--- src/rtl/dram_timing_ctrl_mb.sv ---
// Multi-bank DRAM timing controller: per-bank elapsed-cycle timers, a shared
// data-bus sequencer and a global refresh-interval timer, all outputs registered.
module dram_timing_ctrl_mb #(
    parameter int NUM_BANKS = 4,
    parameter int CNT_W     = 8,
    parameter int REFI_W    = 12,
    parameter int T_RCD     = 4,
    parameter int T_RP      = 4,
    parameter int T_CL      = 6,
    parameter int T_CWL     = 5,
    parameter int T_BURST   = 4,
    parameter int T_WR      = 6,
    parameter int T_RFC     = 32,
    parameter int T_REFI    = 780,
    localparam int BANK_W   = (NUM_BANKS > 1) ? $clog2(NUM_BANKS) : 1
) (
    input  logic                 CLK,
    input  logic                 nRST,
    input  logic                 cmd_valid,
    input  logic [2:0]           cmd_type,
    input  logic [BANK_W-1:0]    cmd_bank,
    output logic [NUM_BANKS-1:0] tACT_done,
    output logic [NUM_BANKS-1:0] tPRE_done,
    output logic [NUM_BANKS-1:0] tRD_done,
    output logic [NUM_BANKS-1:0] tWR_done,
    output logic [NUM_BANKS-1:0] tWRITE_WAIT_done,
    output logic                 tREF_done,
    output logic                 rf_req,
    output logic                 rd_en,
    output logic                 wr_en,
    output logic                 clear,
    output logic [NUM_BANKS-1:0] bank_busy,
    output logic                 cmd_err
);

    localparam logic [CNT_W-1:0]  ONE_C      = CNT_W'(1);
    localparam logic [CNT_W-1:0]  L_RCD      = CNT_W'(T_RCD);
    localparam logic [CNT_W-1:0]  L_RP       = CNT_W'(T_RP);
    localparam logic [CNT_W-1:0]  L_CL       = CNT_W'(T_CL);
    localparam logic [CNT_W-1:0]  L_CWL      = CNT_W'(T_CWL);
    localparam logic [CNT_W-1:0]  L_RD_END   = CNT_W'(T_CL + T_BURST);
    localparam logic [CNT_W-1:0]  L_WR_END   = CNT_W'(T_CWL + T_BURST);
    localparam logic [CNT_W-1:0]  L_WW_END   = CNT_W'(T_CWL + T_BURST + T_WR);
    localparam logic [CNT_W-1:0]  L_RFC      = CNT_W'(T_RFC);
    localparam logic [REFI_W-1:0] ONE_R      = REFI_W'(1);
    localparam logic [REFI_W-1:0] L_REFI_MAX = REFI_W'(T_REFI - 1);
    localparam logic [BANK_W:0]   NB_C       = (BANK_W + 1)'(NUM_BANKS);

    typedef enum logic [2:0] {
        CMD_NOP = 3'd0, CMD_ACT = 3'd1, CMD_RD = 3'd2,
        CMD_WR  = 3'd3, CMD_PRE = 3'd4, CMD_REF = 3'd5
    } cmd_e;

    typedef enum logic [1:0] {
        OP_ACT = 2'd0, OP_PRE = 2'd1, OP_RD = 2'd2, OP_WR = 2'd3
    } op_e;

    // A bank timer stays active up to and including its last strobe cycle.
    function automatic logic [CNT_W-1:0] bank_final(input op_e op);
        case (op)
            OP_ACT:  bank_final = L_RCD;
            OP_PRE:  bank_final = L_RP;
            OP_RD:   bank_final = L_RD_END;
            OP_WR:   bank_final = L_WW_END;
            default: bank_final = L_RCD;
        endcase
    endfunction

    logic [NUM_BANKS-1:0] bank_act_q, bank_act_d;
    logic [CNT_W-1:0]     bank_el_q [NUM_BANKS];
    logic [CNT_W-1:0]     bank_el_d [NUM_BANKS];
    op_e                  bank_op_q [NUM_BANKS];
    op_e                  bank_op_d [NUM_BANKS];
    logic                 bus_act_q, bus_act_d;
    logic [CNT_W-1:0]     bus_el_q, bus_el_d;
    logic                 bus_rd_q, bus_rd_d;
    logic                 ref_act_q, ref_act_d;
    logic [CNT_W-1:0]     ref_el_q, ref_el_d;
    logic [REFI_W-1:0]    refi_q, refi_d;
    logic                 rf_req_q, rf_req_d;

    logic [NUM_BANKS-1:0] act_done_q, act_done_d;
    logic [NUM_BANKS-1:0] pre_done_q, pre_done_d;
    logic [NUM_BANKS-1:0] rd_done_q, rd_done_d;
    logic [NUM_BANKS-1:0] wr_done_q, wr_done_d;
    logic [NUM_BANKS-1:0] ww_done_q, ww_done_d;
    logic [NUM_BANKS-1:0] busy_q, busy_d;
    logic                 ref_done_q, ref_done_d;
    logic                 rd_en_q, rd_en_d;
    logic                 wr_en_q, wr_en_d;
    logic                 clear_q, clear_d;
    logic                 cmd_err_q, cmd_err_d;

    logic                 bank_idle_s;
    logic                 take_bank_s, take_bus_s, take_ref_s;
    op_e                  new_op_s;

    // Next-state: advance running timers, then arbitrate the incoming command.
    always_comb begin
        bank_act_d = bank_act_q;
        for (int b = 0; b < NUM_BANKS; b++) begin
            bank_el_d[b] = bank_el_q[b];
            bank_op_d[b] = bank_op_q[b];
            if (bank_act_q[b]) begin
                if (bank_el_q[b] == bank_final(bank_op_q[b])) begin
                    bank_act_d[b] = 1'b0;
                    bank_el_d[b]  = {CNT_W{1'b0}};
                end else begin
                    bank_el_d[b]  = bank_el_q[b] + ONE_C;
                end
            end else begin
                bank_el_d[b] = bank_el_q[b];
            end
        end

        bus_act_d = bus_act_q;
        bus_el_d  = bus_el_q;
        bus_rd_d  = bus_rd_q;
        if (bus_act_q) begin
            if (bus_el_q == (bus_rd_q ? L_RD_END : L_WR_END)) begin
                bus_act_d = 1'b0;
                bus_el_d  = {CNT_W{1'b0}};
            end else begin
                bus_el_d  = bus_el_q + ONE_C;
            end
        end else begin
            bus_el_d = bus_el_q;
        end

        ref_act_d = ref_act_q;
        ref_el_d  = ref_el_q;
        if (ref_act_q) begin
            if (ref_el_q == L_RFC) begin
                ref_act_d = 1'b0;
                ref_el_d  = {CNT_W{1'b0}};
            end else begin
                ref_el_d  = ref_el_q + ONE_C;
            end
        end else begin
            ref_el_d = ref_el_q;
        end

        // Out-of-range banks fail the range test before the busy lookup matters.
        bank_idle_s = ({1'b0, cmd_bank} < NB_C) && !bank_act_q[cmd_bank];
        take_bank_s = 1'b0;
        take_bus_s  = 1'b0;
        take_ref_s  = 1'b0;
        new_op_s    = OP_ACT;
        cmd_err_d   = 1'b0;
        if (cmd_valid) begin
            case (cmd_type)
                CMD_NOP: cmd_err_d = 1'b0;
                CMD_ACT, CMD_PRE: begin
                    new_op_s = (cmd_type == CMD_ACT) ? OP_ACT : OP_PRE;
                    if (!ref_act_q && bank_idle_s) begin
                        take_bank_s = 1'b1;
                    end else begin
                        cmd_err_d = 1'b1;
                    end
                end
                CMD_RD, CMD_WR: begin
                    new_op_s = (cmd_type == CMD_RD) ? OP_RD : OP_WR;
                    if (!ref_act_q && bank_idle_s && !bus_act_q) begin
                        take_bank_s = 1'b1;
                        take_bus_s  = 1'b1;
                    end else begin
                        cmd_err_d = 1'b1;
                    end
                end
                CMD_REF: begin
                    if (!ref_act_q && !(|bank_act_q)) begin
                        take_ref_s = 1'b1;
                    end else begin
                        cmd_err_d = 1'b1;
                    end
                end
                default: cmd_err_d = 1'b1;
            endcase
        end else begin
            cmd_err_d = 1'b0;
        end

        if (take_bank_s) begin
            bank_act_d[cmd_bank] = 1'b1;
            bank_el_d[cmd_bank]  = ONE_C;
            bank_op_d[cmd_bank]  = new_op_s;
        end else begin
            bank_act_d = bank_act_d;
        end
        if (take_bus_s) begin
            bus_act_d = 1'b1;
            bus_el_d  = ONE_C;
            bus_rd_d  = (new_op_s == OP_RD);
        end else begin
            bus_act_d = bus_act_d;
        end

        refi_d   = (refi_q == L_REFI_MAX) ? refi_q : refi_q + ONE_R;
        rf_req_d = rf_req_q | (refi_q == L_REFI_MAX);
        if (take_ref_s) begin
            ref_act_d = 1'b1;
            ref_el_d  = ONE_C;
            refi_d    = {REFI_W{1'b0}};
            rf_req_d  = 1'b0;
        end else begin
            ref_act_d = ref_act_d;
        end
    end

    // Output decode from next state so every strobe is a plain register.
    always_comb begin
        act_done_d = {NUM_BANKS{1'b0}};
        pre_done_d = {NUM_BANKS{1'b0}};
        rd_done_d  = {NUM_BANKS{1'b0}};
        wr_done_d  = {NUM_BANKS{1'b0}};
        ww_done_d  = {NUM_BANKS{1'b0}};
        for (int b = 0; b < NUM_BANKS; b++) begin
            act_done_d[b] = bank_act_d[b] && (bank_op_d[b] == OP_ACT) && (bank_el_d[b] == L_RCD);
            pre_done_d[b] = bank_act_d[b] && (bank_op_d[b] == OP_PRE) && (bank_el_d[b] == L_RP);
            rd_done_d[b]  = bank_act_d[b] && (bank_op_d[b] == OP_RD)  && (bank_el_d[b] == L_RD_END);
            wr_done_d[b]  = bank_act_d[b] && (bank_op_d[b] == OP_WR)  && (bank_el_d[b] == L_WR_END);
            ww_done_d[b]  = bank_act_d[b] && (bank_op_d[b] == OP_WR)  && (bank_el_d[b] == L_WW_END);
        end
        busy_d     = bank_act_d | {NUM_BANKS{ref_act_d}};
        ref_done_d = ref_act_d && (ref_el_d == L_RFC);
        rd_en_d    = bus_act_d && bus_rd_d && (bus_el_d >= L_CL) && (bus_el_d < L_RD_END);
        wr_en_d    = bus_act_d && !bus_rd_d && (bus_el_d >= L_CWL) && (bus_el_d < L_WR_END);
        clear_d    = bus_act_d && (bus_el_d == (bus_rd_d ? L_RD_END : L_WR_END));
    end

    // State and output registers; reset abandons all timers outright.
    always_ff @(posedge CLK or negedge nRST) begin
        if (!nRST) begin
            bank_act_q <= {NUM_BANKS{1'b0}};
            for (int b = 0; b < NUM_BANKS; b++) begin
                bank_el_q[b] <= {CNT_W{1'b0}};
                bank_op_q[b] <= OP_ACT;
            end
            bus_act_q  <= 1'b0;
            bus_el_q   <= {CNT_W{1'b0}};
            bus_rd_q   <= 1'b0;
            ref_act_q  <= 1'b0;
            ref_el_q   <= {CNT_W{1'b0}};
            refi_q     <= {REFI_W{1'b0}};
            rf_req_q   <= 1'b0;
            act_done_q <= {NUM_BANKS{1'b0}};
            pre_done_q <= {NUM_BANKS{1'b0}};
            rd_done_q  <= {NUM_BANKS{1'b0}};
            wr_done_q  <= {NUM_BANKS{1'b0}};
            ww_done_q  <= {NUM_BANKS{1'b0}};
            busy_q     <= {NUM_BANKS{1'b0}};
            ref_done_q <= 1'b0;
            rd_en_q    <= 1'b0;
            wr_en_q    <= 1'b0;
            clear_q    <= 1'b0;
            cmd_err_q  <= 1'b0;
        end else begin
            bank_act_q <= bank_act_d;
            for (int b = 0; b < NUM_BANKS; b++) begin
                bank_el_q[b] <= bank_el_d[b];
                bank_op_q[b] <= bank_op_d[b];
            end
            bus_act_q  <= bus_act_d;
            bus_el_q   <= bus_el_d;
            bus_rd_q   <= bus_rd_d;
            ref_act_q  <= ref_act_d;
            ref_el_q   <= ref_el_d;
            refi_q     <= refi_d;
            rf_req_q   <= rf_req_d;
            act_done_q <= act_done_d;
            pre_done_q <= pre_done_d;
            rd_done_q  <= rd_done_d;
            wr_done_q  <= wr_done_d;
            ww_done_q  <= ww_done_d;
            busy_q     <= busy_d;
            ref_done_q <= ref_done_d;
            rd_en_q    <= rd_en_d;
            wr_en_q    <= wr_en_d;
            clear_q    <= clear_d;
            cmd_err_q  <= cmd_err_d;
        end
    end

    assign tACT_done        = act_done_q;
    assign tPRE_done        = pre_done_q;
    assign tRD_done         = rd_done_q;
    assign tWR_done         = wr_done_q;
    assign tWRITE_WAIT_done = ww_done_q;
    assign tREF_done        = ref_done_q;
    assign rf_req           = rf_req_q;
    assign rd_en            = rd_en_q;
    assign wr_en            = wr_en_q;
    assign clear            = clear_q;
    assign bank_busy        = busy_q;
    assign cmd_err          = cmd_err_q;

endmodule
--- config.mk ---
export PLATFORM = sky130hd
export DESIGN_NAME = dram_timing_ctrl_mb
export DESIGN_NICKNAME = d
export VERILOG_FILES = /design/src/rtl/dram_timing_ctrl_mb.sv
export SDC_FILE = /design/constraint.sdc
export NUM_CORES = 1
export LEC_CHECK = 0
export CAP_MARGIN = 20
export CELL_PAD_IN_SITES_DETAIL_PLACEMENT = 2
export CELL_PAD_IN_SITES_GLOBAL_PLACEMENT = 2
export CORE_AREA = 4 4 127 129
export CTS_BUF_LIST = sky130_fd_sc_hd__clkbuf_2 sky130_fd_sc_hd__clkbuf_4 sky130_fd_sc_hd__clkbuf_8
export CTS_CLUSTER_DIAMETER = 200
export DETAILED_ROUTE_END_ITERATION = 16
export DIE_AREA = 0 0 131 133
export GPL_TIMING_DRIVEN = 0
export PLACE_DENSITY_LB_ADDON = 0.1
export SYNTH_ARGS = -nofsm -noshare
export SYNTH_HDL_FRONTEND = slang
export SYNTH_SLANG_ARGS = --single-unit
--- constraint.sdc ---
create_clock -name CLK -period 2.5 [get_ports CLK]
set_input_delay 0.375 -clock CLK [delete_from_list [all_inputs] [get_ports CLK]]
set_output_delay 0.375 -clock CLK [all_outputs]
set_load 0.03 [all_outputs]
==> reports/results.ini <==
[drt]
drt.antenna.violating_nets = 0
remaining_drc_errors = 0
detailedRoute.firstPassIterationCount = 4
vias_post_dr = 4853
post_drt_via_cell_ratio = 5.62
drt_iter0_drc = 169
route.detailed.wl_per_inst_um = 18.7
postRouteWirelength_um = 16200

[floorplanning]
std_cell_rows = 45
chipWidth_um = 131
initial_core_utilization = 0.385
ioPinCount = 38
die_area_um2 = 17400
fp.dieH_um = 133
core_area_um2 = 15000

[critical_path]
worst-endpoint-required_ps = 2760
cp-end-kind = flip-flop
slowest_stage = or4_1
critical_path.max_stage_delay_ps = 640
cp_launch_type = flip-flop
worstPathMaxFanout = 6
timing.rr.start = bank_el_q[6]
crit_start = bank_el_q[6]
critPathKind = reg2reg
worstPathArrival_ps = 2600
cells_traversed_along_the_worst_timing_path = or4_1, or3_1, nand3_2, nor2_1, o311ai_1, nor4_2

[layout]
n_fill_cell = 1619
final_net_count = 687
drive_gt1_frac = 0.105
multiInputGateArea_um2 = 3020
synth_to_layout_area_growth_pct = 15.3
final_cell_mix = dfrtp_1 (103), nor2_1 (80), nand2_1 (57), clkdlybuf4s50_1 (34), nand3_1 (27)
antennaDiodeCount = 0
commonest_non_fill_non_tap_cell_in_the_layout = dfrtp_1
register_area_um2 = 2630
post_layout_nonfiller_instances = 864

[sta]
report.final.slew_viol_count = 0
final_critical_path_setup_slack_ps = 163
timing_hold_violations_final = 1
achievable-frequency_mhz = 428
report.final.setup_viol = 0
holdWs_ps = -4.07
fraction_of_the_cycle_the_final_worst_path_needs = 0.935
max_slew.worst_pin.slew_ps = 662
rsz0062_at_grt = false
period_needed_ps = 2340
timing.clock.skew_ps = 19.3
maxSlewHeadroom = 0.559

[logic_synthesis]
synthesis.area_um2 = 5790
synth.avg_cell_area_um2 = 9.30
largest_family_of_logic_cells_by_synthesized_area = simple AND/OR/NAND/NOR gates
async_reset_ff_frac = 1.00
muxShareOfSynthArea = 0.0248
synth.yosys.seq_area_share = 0.454
postSynthCellCount = 623
synth.distinct_cells = 77
synth-compound-area-share = 0.116
synth_enable_flop_cells = 0
postSynthNetCount = 639
ys.warnings.count = 0
synthAdderAreaFrac = 0.0173
synth_xor_area_frac = 0.0605
yosys_register_bits = 105
post_synth_and_or_nand_nor_area_fraction = 0.294
synth-main-ff-cell = dfrtp_1

[place]
routabilityCongestion = 0.830
io_buffers = 35
dpl.cell_count = 847
post-dp-hpwl_um = 12100
detailedPlace.worstSlack_ps = -533

[global_route]
grt_max_degree = 58
grt-ovfl-total = 0
global_route.usage.total = 0.193
grt_first_pass_wirelength_um = 27200
number_of_antenna_violations_at_the_first_check_in_global_routing = 0
first_global_vias = 5244

[clock_tree]
clock_tree.htree_level_count = 3
cts.reportedPaths.clkPinSlew_ps = 120
root_buffer = clkbuf_8
cts-root-to-sink-buffers = 2
cts_buf_count = 9
clkSinkCount = 105
cts_tree = yes
clock_latency_ps = 400

[power_and_ir_drop]
cellLeakagePower_nw = 2.81
powerDensity_nw_per_um2 = 998
ir_drop_mv = 0.614

[status]
status = complete, but fails checks
violations_in_the_final_reports = hold timing

[flow_run]
max_cap_viol_count = 0

[worst_hold_path]
hp-class = in2async

critical path: cells and delay by family, from the launching register on:
kind | cells | cell delay [ps]
AO/OA/AOI/OAI | 1 | 380
flip-flops | 1 | 450
AND/OR/NAND/NOR | 5 | 1370
cell usage after synthesis, types with 11 or more instances:
cell type / number / area share
dfrtp_1: 105 / 0.45
nor2_1: 80 / 0.052
nand2_1: 57 / 0.037
nand3_1: 27 / 0.023
inv_1: 22 / 0.014
xor2_1: 22 / 0.033
nor3_1: 21 / 0.018
nand4_1: 18 / 0.019
o21ai_0: 18 / 0.016
xnor2_1: 18 / 0.027
clkbuf_1: 17 / 0.011
a21oi_1: 16 / 0.014
mux2i_1: 11 / 0.019
nor4_1: 11 / 0.012
state kept, by name, indices dropped and copies added, names as in the netlist, 4 cells and up:
register	count
bank_op_q	8
bank_act_q	4
ref_el_q	8
bank_busy	4
tPRE_done	4
tWR_done	4
bank_el_q	32
tWRITE_WAIT_done	4
tRD_done	4
tACT_done	4
bus_el_q	8
refi_q	12
power breakdown:
part	internal [mW]	switching [mW]	leakage, nW
registers	2.11	0.525	1.31
clock network	0.388	0.669	0.0915
logic	1.15	1.82	1.41
total	3.65	3.01	2.81
routing by layer:
metal | GRT usage | wire, µm | up-vias | share of wire
li1 | - | - | 2308 | -
met1 | 0.261 | 7500 | 2482 | 0.46
met2 | 0.321 | 8210 | 53 | 0.51
met3 | 0.0331 | 320 | 10 | 0.020
met4 | 0.0429 | 161 | 0 | 0.0099
met5 | 0 | 0 | - | 0
path summary, 6_finish.rpt:
kind                            slack (ps)            end  cells past startpoint
worst max-delay path                   160    tWR_done[3]                      6
worst min-delay path                    -4   bank_op_q[0]                      1
worst max register to register         160    tWR_done[3]                      6
worst min register to register         520         rf_req                      2
max in group asynchronous             1780  bank_act_q[0]                      2
min in group CLK                       380        cmd_err                      2
what timing repair did:
| action | in CTS | in global routing |
|---|---|---|
| setup buffers | 1 | 1 |
| gates resized for setup | 1 | 15 |
| hold buffers | 0 | 0 |
| pin swaps | 0 | 1 |
| endpoints found under the setup margin | 11 | 26 |
cell type report:
class,instances,share of cell area
multi-input cells,470,0.452
flip-flops and latches,105,0.394
repair buffers,38,0.0603
well taps,188,0.0352
clock buffers,9,0.0185
plain buffers,25,0.0172
inverters,22,0.0124
clock inverters,7,0.0103
logic make-up (layout without fill, tap and decap cells):
family / count (synthesis) / in the layout
AO/OA/AOI/OAI: 94 / 94
XOR/XNOR: 40 / 40
adder cells (fa/ha/maj): 8 / 8
buffers and inverters: 48 / 101
flip-flops: 105 / 105
multiplexers: 14 / 14
AND/OR/NAND/NOR: 314 / 314
per-stage QoR:
step | area, µm² | power (mW) | setup TNS, ps | utilization
3_3_place_gp | 6380 | 5.39 | -326150 | 0.424
6_report | 6680 | 6.67 | 0 | 0.444
2_1_floorplan | 5790 | 4.65 | 0 | -
3_5_place_dp | 6400 | 5.59 | -7350 | 0.426
5_1_grt | 6680 | 7.23 | 0 | 0.444
4_1_cts | 6610 | 6.70 | 0 | 0.439
No activity file was read; power rests on OpenSTA's default activity.
